## src/rtl/icmp_echo_request_gen.sv

```systemverilog
// icmp_echo_request_gen: builds ICMP Echo Request messages on AXIS and times the matching Echo Reply
// Ports:
//   tx_axis_aclk / tx_axis_aresetn   clock, asynchronous active-low reset
//   mac_exist, ping_start            request gate and one-cycle start pulse
//   ping_id, ping_len                identifier and payload length (clamped to 1472) sampled on start
//   icmp_tx_axis_*                   64-bit AXIS message stream, byte 0 in tdata[7:0]
//   reply_valid/reply_id/reply_seq   decoded Echo Reply strobe from the RX path
//   ping_busy, ping_seq              activity flag and sequence number of the current/last request
//   ping_done, ping_timeout          one-cycle result pulses
//   ping_rtt                         round-trip time in clocks of the last matched reply
module icmp_echo_request_gen #(
    parameter int unsigned TIMEOUT_CYCLES = 156250000
) (
    input  logic        tx_axis_aclk,
    input  logic        tx_axis_aresetn,
    input  logic        mac_exist,
    input  logic        ping_start,
    input  logic [15:0] ping_id,
    input  logic [10:0] ping_len,
    output logic [63:0] icmp_tx_axis_tdata,
    output logic [7:0]  icmp_tx_axis_tkeep,
    output logic        icmp_tx_axis_tvalid,
    output logic        icmp_tx_axis_tlast,
    input  logic        icmp_tx_axis_tready,
    input  logic        reply_valid,
    input  logic [15:0] reply_id,
    input  logic [15:0] reply_seq,
    output logic        ping_busy,
    output logic [15:0] ping_seq,
    output logic        ping_done,
    output logic        ping_timeout,
    output logic [31:0] ping_rtt
);
    localparam logic [2:0] S_IDLE = 3'd0;
    localparam logic [2:0] S_CALC = 3'd1;
    localparam logic [2:0] S_FOLD = 3'd2;
    localparam logic [2:0] S_SEND = 3'd3;
    localparam logic [2:0] S_WAIT = 3'd4;
    localparam logic [10:0] MAX_LEN = 11'd1472;

    logic [2:0]  state_q, state_d;
    logic [15:0] seq_cnt_q, seq_cnt_d;
    logic [15:0] seq_q, seq_d;
    logic [15:0] id_q, id_d;
    logic [10:0] len_q, len_d;
    logic [7:0]  beat_q, beat_d;
    logic [31:0] sum_q, sum_d;
    logic [15:0] cksum_q, cksum_d;
    logic [31:0] cnt_q, cnt_d;
    logic [31:0] rtt_q, rtt_d;
    logic        done_q, done_d;
    logic        timeout_q, timeout_d;

    logic [7:0]  n_beats;
    logic [31:0] total;
    logic [16:0] fold1;
    logic [15:0] fold2;
    logic [63:0] header;
    logic        tx_last;
    logic        match;

    // Payload byte k is k[7:0]; bytes at or past len read as zero.
    function automatic logic [63:0] payload(input logic [7:0] p, input logic [10:0] len);
        logic [63:0] d;
        logic [10:0] k;
        d = '0;
        for (int j = 0; j < 8; j++) begin
            k = {p, 3'(j)};
            d[8*j+:8] = (k < len) ? k[7:0] : 8'h00;
        end
        return d;
    endfunction

    // Big-endian 16-bit words: the earlier byte on the wire is the high byte.
    function automatic logic [17:0] beat_sum(input logic [63:0] d);
        logic [17:0] s;
        s = '0;
        for (int w = 0; w < 4; w++)
            s = s + 18'({d[16*w+:8], d[16*w+8+:8]});
        return s;
    endfunction

    assign n_beats = 8'((len_q + 11'd7) >> 3);
    assign tx_last = beat_q == n_beats;
    assign match   = reply_valid && reply_id == id_q && reply_seq == seq_q;
    assign total   = sum_q + 32'h0000_0800 + 32'(id_q) + 32'(seq_q);
    assign fold1   = {1'b0, total[15:0]} + {1'b0, total[31:16]};
    assign fold2   = fold1[15:0] + {15'd0, fold1[16]};
    assign header  = {seq_q[7:0], seq_q[15:8], id_q[7:0], id_q[15:8],
                      cksum_q[7:0], cksum_q[15:8], 8'h00, 8'h08};

    assign icmp_tx_axis_tvalid = state_q == S_SEND;
    assign icmp_tx_axis_tlast  = icmp_tx_axis_tvalid && tx_last;
    assign icmp_tx_axis_tdata  = !icmp_tx_axis_tvalid ? 64'd0 :
                                 beat_q == 8'd0 ? header : payload(beat_q - 8'd1, len_q);
    assign icmp_tx_axis_tkeep  = !icmp_tx_axis_tvalid ? 8'h00 :
                                 (tx_last && beat_q != 8'd0 && len_q[2:0] != 3'd0) ?
                                 (8'd1 << len_q[2:0]) - 8'd1 : 8'hFF;
    assign ping_busy    = state_q != S_IDLE;
    assign ping_seq     = seq_q;
    assign ping_done    = done_q;
    assign ping_timeout = timeout_q;
    assign ping_rtt     = rtt_q;

    always_comb begin
        state_d   = state_q;
        seq_cnt_d = seq_cnt_q;
        seq_d     = seq_q;
        id_d      = id_q;
        len_d     = len_q;
        beat_d    = beat_q;
        sum_d     = sum_q;
        cksum_d   = cksum_q;
        cnt_d     = cnt_q;
        rtt_d     = rtt_q;
        done_d    = 1'b0;
        timeout_d = 1'b0;
        case (state_q)
            S_IDLE: begin
                // The result-pulse cycle is already IDLE but must not accept a start.
                if (ping_start && mac_exist && !done_q && !timeout_q) begin
                    id_d      = ping_id;
                    len_d     = (ping_len > MAX_LEN) ? MAX_LEN : ping_len;
                    seq_d     = seq_cnt_q;
                    seq_cnt_d = seq_cnt_q + 16'd1;
                    beat_d    = 8'd0;
                    sum_d     = 32'd0;
                    state_d   = (ping_len != 11'd0) ? S_CALC : S_FOLD;
                end
            end
            S_CALC: begin
                sum_d  = sum_q + 32'(beat_sum(payload(beat_q, len_q)));
                beat_d = (beat_q == n_beats - 8'd1) ? 8'd0 : beat_q + 8'd1;
                state_d = (beat_q == n_beats - 8'd1) ? S_FOLD : S_CALC;
            end
            S_FOLD: begin
                cksum_d = ~fold2;
                beat_d  = 8'd0;
                state_d = S_SEND;
            end
            S_SEND: begin
                if (icmp_tx_axis_tready) begin
                    beat_d  = tx_last ? beat_q : beat_q + 8'd1;
                    cnt_d   = tx_last ? 32'd0 : cnt_q;
                    state_d = tx_last ? S_WAIT : S_SEND;
                end
            end
            S_WAIT: begin
                if (match) begin
                    rtt_d   = cnt_q + 32'd1;
                    done_d  = 1'b1;
                    state_d = S_IDLE;
                end else if (cnt_q == 32'(TIMEOUT_CYCLES - 1)) begin
                    timeout_d = 1'b1;
                    state_d   = S_IDLE;
                end else begin
                    cnt_d = cnt_q + 32'd1;
                end
            end
            default: state_d = S_IDLE;
        endcase
    end

    always_ff @(posedge tx_axis_aclk or negedge tx_axis_aresetn) begin
        if (!tx_axis_aresetn) begin
            state_q   <= S_IDLE;
            seq_cnt_q <= '0;
            seq_q     <= '0;
            id_q      <= '0;
            len_q     <= '0;
            beat_q    <= '0;
            sum_q     <= '0;
            cksum_q   <= '0;
            cnt_q     <= '0;
            rtt_q     <= '0;
            done_q    <= 1'b0;
            timeout_q <= 1'b0;
        end else begin
            state_q   <= state_d;
            seq_cnt_q <= seq_cnt_d;
            seq_q     <= seq_d;
            id_q      <= id_d;
            len_q     <= len_d;
            beat_q    <= beat_d;
            sum_q     <= sum_d;
            cksum_q   <= cksum_d;
            cnt_q     <= cnt_d;
            rtt_q     <= rtt_d;
            done_q    <= done_d;
            timeout_q <= timeout_d;
        end
    end
endmodule

```

## config.mk

```make
export PLATFORM = sky130hd
export DESIGN_NAME = icmp_echo_request_gen
export DESIGN_NICKNAME = d
export VERILOG_FILES = /design/src/rtl/icmp_echo_request_gen.sv
export SDC_FILE = /design/constraint.sdc
export NUM_CORES = 1
export LEC_CHECK = 0
export ABC_AREA = 1
export CAP_MARGIN = 20
export CORE_AREA = 8 8 197 180
export CTS_BUF_LIST = sky130_fd_sc_hd__clkbuf_2 sky130_fd_sc_hd__clkbuf_4 sky130_fd_sc_hd__clkbuf_8
export DETAILED_ROUTE_END_ITERATION = 8
export DIE_AREA = 0 0 205 188
export GPL_TIMING_DRIVEN = 0
export PLACE_DENSITY = 0.72
export REMOVE_ABC_BUFFERS = 1
export SYNTH_ARGS = -nofsm -noshare
export SYNTH_HDL_FRONTEND = slang
export SYNTH_SLANG_ARGS = --single-unit
```

## constraint.sdc

```tcl
create_clock -name tx_axis_aclk -period 8 [get_ports tx_axis_aclk]
set_input_delay 1.6 -clock tx_axis_aclk [delete_from_list [all_inputs] [get_ports tx_axis_aclk]]
set_output_delay 1.6 -clock tx_axis_aclk [all_outputs]
set_load 0.01 [all_outputs]
```

== Word-level counts from Yosys, hierarchy flattened ==
Cells that the tools add are included.

* Register bits after elaboration: 184
* Bits in latches: 0
* RAM bits: 0
* Memory bits (read-only): 0
* Input port bits: 65
* Output and inout port bits: 125
* Logic and storage cells: 134
* Memories kept: 0

* Add/sub/neg operators: 16
* $mul: 0
* Divide/modulo/power cells: 0
* $lt $le $gt $ge: 17
* Equal/unequal tests: 16
* Shift-type cells: 1
* Mux-type cells: 46
* Bitwise gates (word level): 1
* Reductions and logical operators: 25

{| class="wikitable"
|+ Operator list
! kind !! count
|-
| $lt A11 B11 Y1 || 16
|-
| $mux W8 || 22
|-
| $mux W32 || 5
|-
| $mux W64 || 2
|-
| $pmux W32 S2 || 2
|-
| $add A32 B16 Y32 || 2
|-
| $add A16 B16 Y17 || 2
|-
| $add A32 B1 Y32 const B || 1
|-
| $add A32 B12 Y32 const B || 1
|-
| $add A32 B18 Y32 || 1
|-
| $eq A16 B16 Y1 || 2
|-
| $eq A32 B28 Y1 const B || 1
|-
| $pmux W8 S4 || 1
|-
| $sub A8 B1 Y8 const B || 3
|-
| $add A17 B16 Y18 || 1
|-
| $add A18 B16 Y18 || 1
|-
| $add A16 B1 Y16 || 1
|-
| $add A16 B1 Y16 const B || 1
|-
| $eq A8 B8 Y1 || 2
|-
| $not A16 Y16 || 1
|-
| $mux W3 || 5
|-
| $pmux W3 S5 || 1
|-
| $add A11 B3 Y11 const B || 1
|-
| $gt A11 B11 Y1 const B || 1
|-
| 24 further kinds || 46
|}

== Longest topological paths before layout ==
* Word-level depth: 7
* Depth in mapped cells: 41
* Mapped depth without buffers: 40

== Least setup slack after synthesis ==
Ideal clock, no wire load.

* Kind: flip-flop to flip-flop
* Start point: register seq_q[2], in the netlist ping_seq[2]
* End point: register cksum_q[10]
* Library setup time: 129 ps
* Arrival time: 5636 ps
* Required time: 7871 ps
* Slack: 2235 ps
* Stages on the path, launching flop included: 41
* Path buffers: 1
* Clock period less this slack: 5765 ps
* Cells stage by stage: dfrtp_1 inv_1 fa_1 inv_1 ha_1 ha_1 fa_1 nand3_1 nand3_1 nand3_1 nand2_1 a31oi_1 o21ai_0 nand2_1 nand3_1 nand2_1 xnor2_1 ha_1 [5 not listed] nand2_2 nand3_1 nand2_1 a21oi_1 o21bai_1 ha_1 ha_1 inv_1 nor2_1 nand2_1 nor2_1 and2_0 buf_4 nand3_2 nor2_2 nand4_1 nand3_1 o21ai_1

* Word-level cells in the longest chain between the ends: 4

{| class="wikitable"
|+ Ends and longest elaborated chain
! element !! RTL line !! source
|-
| start: declaration || 43 || <nowiki>logic [15:0] seq_q, seq_d;</nowiki>
|-
| start signal: assignment || 181 || <nowiki>seq_q <= seq_d;</nowiki>
|-
| $add A32 B16 Y32 || 86 || <nowiki>assign total = sum_q + 32'h0000_0800 + 32'(id_q) + 32'(seq_q);</nowiki>
|-
| $add A16 B16 Y17 || 87 || <nowiki>assign fold1 = {1'b0, total[15:0]} + {1'b0, total[31:16]};</nowiki>
|-
| $add A16 B1 Y16 || 88 || <nowiki>assign fold2 = fold1[15:0] + {15'd0, fold1[16]};</nowiki>
|-
| $not A16 Y16 || 137 || <nowiki>cksum_d = ~fold2;</nowiki>
|-
| end signal: assignment || 186 || <nowiki>cksum_q <= cksum_d;</nowiki>
|-
| end: declaration || 48 || <nowiki>logic [15:0] cksum_q, cksum_d;</nowiki>
|}

Every way passes these cells.
A chain may end at the register's enable or synchronous reset.

== Final worst setup path ==
Ends and elaborated chain as after synthesis.

==> results.py <==
metrics = {
    "global_routing": {
        "grt_max_degree": 106,
        "grt_pass1_vias": 14481,
        "antenna_found_initial": 2,
        "grt-ovfl-total": 0,
        "grt_pass1_wl_um": 80060,
        "track_usage_pct": 26.08,
    },
    "layout": {
        "finalNetCount": 2563,
        "drive_above_1_share_pct": 5.183,
        "syn_to_final_growth_pct": 17.19,
        "multi_input_area_um2": 9634,
        "postLayoutCellArea_um2": 18440,
        "num-fill-cells": 3128,
        "register_area_um2": 4604,
    },
    "sta": {
        "setup_violations": 0,
        "hold_viol": 0,
        "min_period_ns": 7.020,
        "fin_worst_skew_ns": 0.02544,
        "slew_viol_final": 0,
        "fin_hold_ws_ns": 0.4735,
        "fmax_mhz": 142.5,
        "fin_ws_ns": 0.9800,
        "slew_headroom_pct": 17.51,
        "period_share_pct": 87.75,
        "rsz0062_at_grt": "no",
        "worst_pin_slew_ns": 1.233,
    },
    "setup_path": {
        "required_ns": 8.43,
        "rr_startpoint": "ping_seq[2]",
        "critPathLaunch": "ping_seq[2]",
        "cp_slowest_stage_delay_ns": 0.55,
        "crit_buf_inv": 4,
        "setup.worst_path.start_class": "register",
        "path_max_fanout": 5,
        "crit_path_frequent_cell": "nand2_1",
        "path_class": "reg2reg",
        "worst_setup_path_end_kind": "register",
        "slowest_stage": "fa_1",
        "cp_top_family": "simple AND/OR/NAND/NOR gates",
        "worst-endpoint-arrival_ns": 7.45,
    },
    "clock_network": {
        "path_clk_slew_ns": 0.12,
        "htreeDepth": 4,
        "insertion_delay_ns": 0.50,
        "post_cts_buffers": 0,
        "clock_path_buffers": 2,
        "cts-resized-gates": 0,
        "cts_tree": "yes",
        "root_buffer": "clkbuf_8",
        "ctsHoldBuffers": 0,
        "cts.sinks": 184,
        "cts_buffers": 17,
    },
    "run": {
        "maxCapViolCount": 0,
    },
    "yosys": {
        "synth.area.top_cells": "dfrtp_1 (29%), nand2_1 (12%), ha_1 (8.2%)",
        "synth-edff-count": 0,
        "yosysTopAreaCell": "dfrtp_1",
        "synth_top_area_share_pct": 29.26,
        "synthFlopType": "dfrtp_1",
        "yosysSeqAreaShare_pct": 29.26,
        "synth_warnings": 0,
        "synth_seq_cells": 184,
        "syn_area_per_cell_um2": 7.229,
        "synth_cells": 2177,
        "syn-cell-area_um2": 15740,
        "async_reset_ff_share_pct": 100.0,
        "synth_cell_type_count": 58,
    },
    "route": {
        "route.detailed.drc": 0,
        "first_pass_iters": 9,
        "vias_per_cell": 5.465,
        "vias": 15176,
        "drtIter0Drc": 1283,
        "wl_um": 51030,
        "wl_per_cell_um": 18.38,
        "ant_nets": 0,
    },
    "power_and_ir_drop": {
        "max-vdd-ir-drop_mv": 0.4383,
        "pwr-share-clk_pct": 9.4,
        "seqPwrFrac_pct": 18.3,
        "switchingPower_uw": 4107,
        "power_density_nw_per_um2": 397.4,
        "internal-power_uw": 3222,
        "p_comb_share_pct": 72.3,
        "leakage_uw": 0.009024,
        "sw_frac_of_total_pct": 56.04,
    },
    "min_path": {
        "min_path_type": "reg2reg",
        "hp-start": "seq_cnt_q[13]",
    },
    "floorplanning": {
        "rows": 63,
        "core_area_um2": 32320,
        "initial_core_util_pct": 48.70,
        "design.die.area_um2": 38540,
        "die_h_um": 188,
        "io_pins": 190,
        "die_w_um": 205,
    },
    "placement": {
        "pre_cts_slack_ns": 1.115,
        "dpl.hpwl_um": 40950,
        "place.port_buffers": 184,
        "globalplace.congestion": 1.012,
        "dpl-instance-area_um2": 18020,
    },
    "run_status": {
        "status": "complete, no violations",
    },
}
## area by class of cell
class	count	share of cell area, %
diodes	1	0.01357
clock buffers	17	1.269
clock inverters	15	0.9973
inverters	341	6.940
multi-input cells	1605	52.24
flip-flops and latches	184	24.97
well taps	422	2.863
repair buffers	192	10.71
## power groups by stage
stage / Sequential, uW / Combinational, uW / Clock (uW)
after floorplan: 1290 / 3800 / 0
after global placement: 1350 / 5090 / 0
after detailed placement: 1350 / 5190 / 0
after CTS: 1340 / 5240 / 699
after global routing: 1360 / 5930 / 732
final: 1340 / 5300 / 691
## synthesized netlist by cell type (9+ instances only)
master / count
clkbuf_1: 35
nand2_1: 491
or2_2: 26
nand2_2: 10
nor2_1: 201
nor2_2: 11
o22ai_1: 10
o21ai_0: 158
nor3_1: 39
dfrtp_1: 184
xor2_1: 88
inv_1: 333
ha_1: 103
o21ai_1: 13
a31oi_1: 9
nor4_1: 17
xnor2_1: 25
nand4_1: 44
fa_1: 54
nand3_1: 118
a21oi_1: 119
## per-stage QoR
stage               setup TNS [ns]  utilization (%)  power (uW)  std cells
global placement           -518.38            55.29        6442       2736
floorplan                        0                -        5089       2130
finish                           0            57.07        7330       2777
CTS                              0            57.06        7273       2776
global route                     0            57.07        8025       2777
detailed placement               0            55.76        6544       2744
## worst reg2reg max path, delay by kind of cell, from the launching register on
kind	cells	cell delay [ns]
and+or+nand+nor	22	2.58
adders and majority gates	8	2.54
AOI/OAI and AO/OA	5	0.92
DFF	1	0.48
buffers and inverters	4	0.28
xor gates and xnor gates	1	0.17
## metal layers
metal	up-vias	track usage (%)	part of all wire, %	routed length (um)
li1	7308	-	-	-
met1	7264	34.72	43	22190
met2	535	43.19	48	24390
met3	67	4.002	6.3	3239
met4	2	7.694	2.3	1194
met5	-	0	0.025	13
## placed cells by master (no fill, tap or decap), types with 3 or more instances in the layout
cell type and count:
a21oi_1 119, a22o_1 3, a31oi_1 9, and3_1 4, buf_4 3, clkbuf_8 17
clkdlybuf4s50_1 183, clkinv_1 3, clkinv_8 4, conb_1 5, dfrtp_1 184, fa_1 54
ha_1 103, inv_1 332, inv_2 6, inv_6 3, inv_8 3, nand2_1 490
nand2_2 11, nand3_1 117, nand3_2 9, nand3b_1 5, nand4_1 44, nor2_1 200
nor2_2 11, nor2_4 4, nor3_1 38, nor4_1 17, o211ai_1 6, o21ai_0 158
o21ai_1 13, o21bai_1 3, o22ai_1 10, or2_2 26, xnor2_1 25, xor2_1 88
## kinds of logic (layout without fill, tap and decap cells)
family | after synthesis | after routing | synth area share, %
other | 1 | 6 | 0.02383
adders and majority gates | 157 | 157 | 15.06
buffers and inverters | 392 | 565 | 9.747
xor gates and xnor gates | 116 | 116 | 6.599
AOI/OAI and AO/OA | 335 | 335 | 11.31
DFF | 184 | 184 | 29.26
and+or+nand+nor | 992 | 992 | 28.01
## registers in the layout (all words and copies together), names as in the netlist
register,cells
ping_done,1
cksum_q,16
len_q,11
state_q,3
ping_seq,16
beat_q,8
seq_cnt_q,16
ping_rtt,32
id_q,16
ping_timeout,1
cnt_q,32
sum_q,32
## path summary, 6_finish.rpt
path,slack [ns],cells past startpoint,endpoint
min in group asynchronous,1.03,1,len_q[8]
hold reg to reg,0.47,1,seq_cnt_q[13]
max in group asynchronous,5.97,2,cksum_q[1]
setup reg to reg,0.98,40,cksum_q[10]
setup / recovery,0.98,40,cksum_q[10]
hold / removal,0.47,1,seq_cnt_q[13]
(Power assumes the default switching activity.)
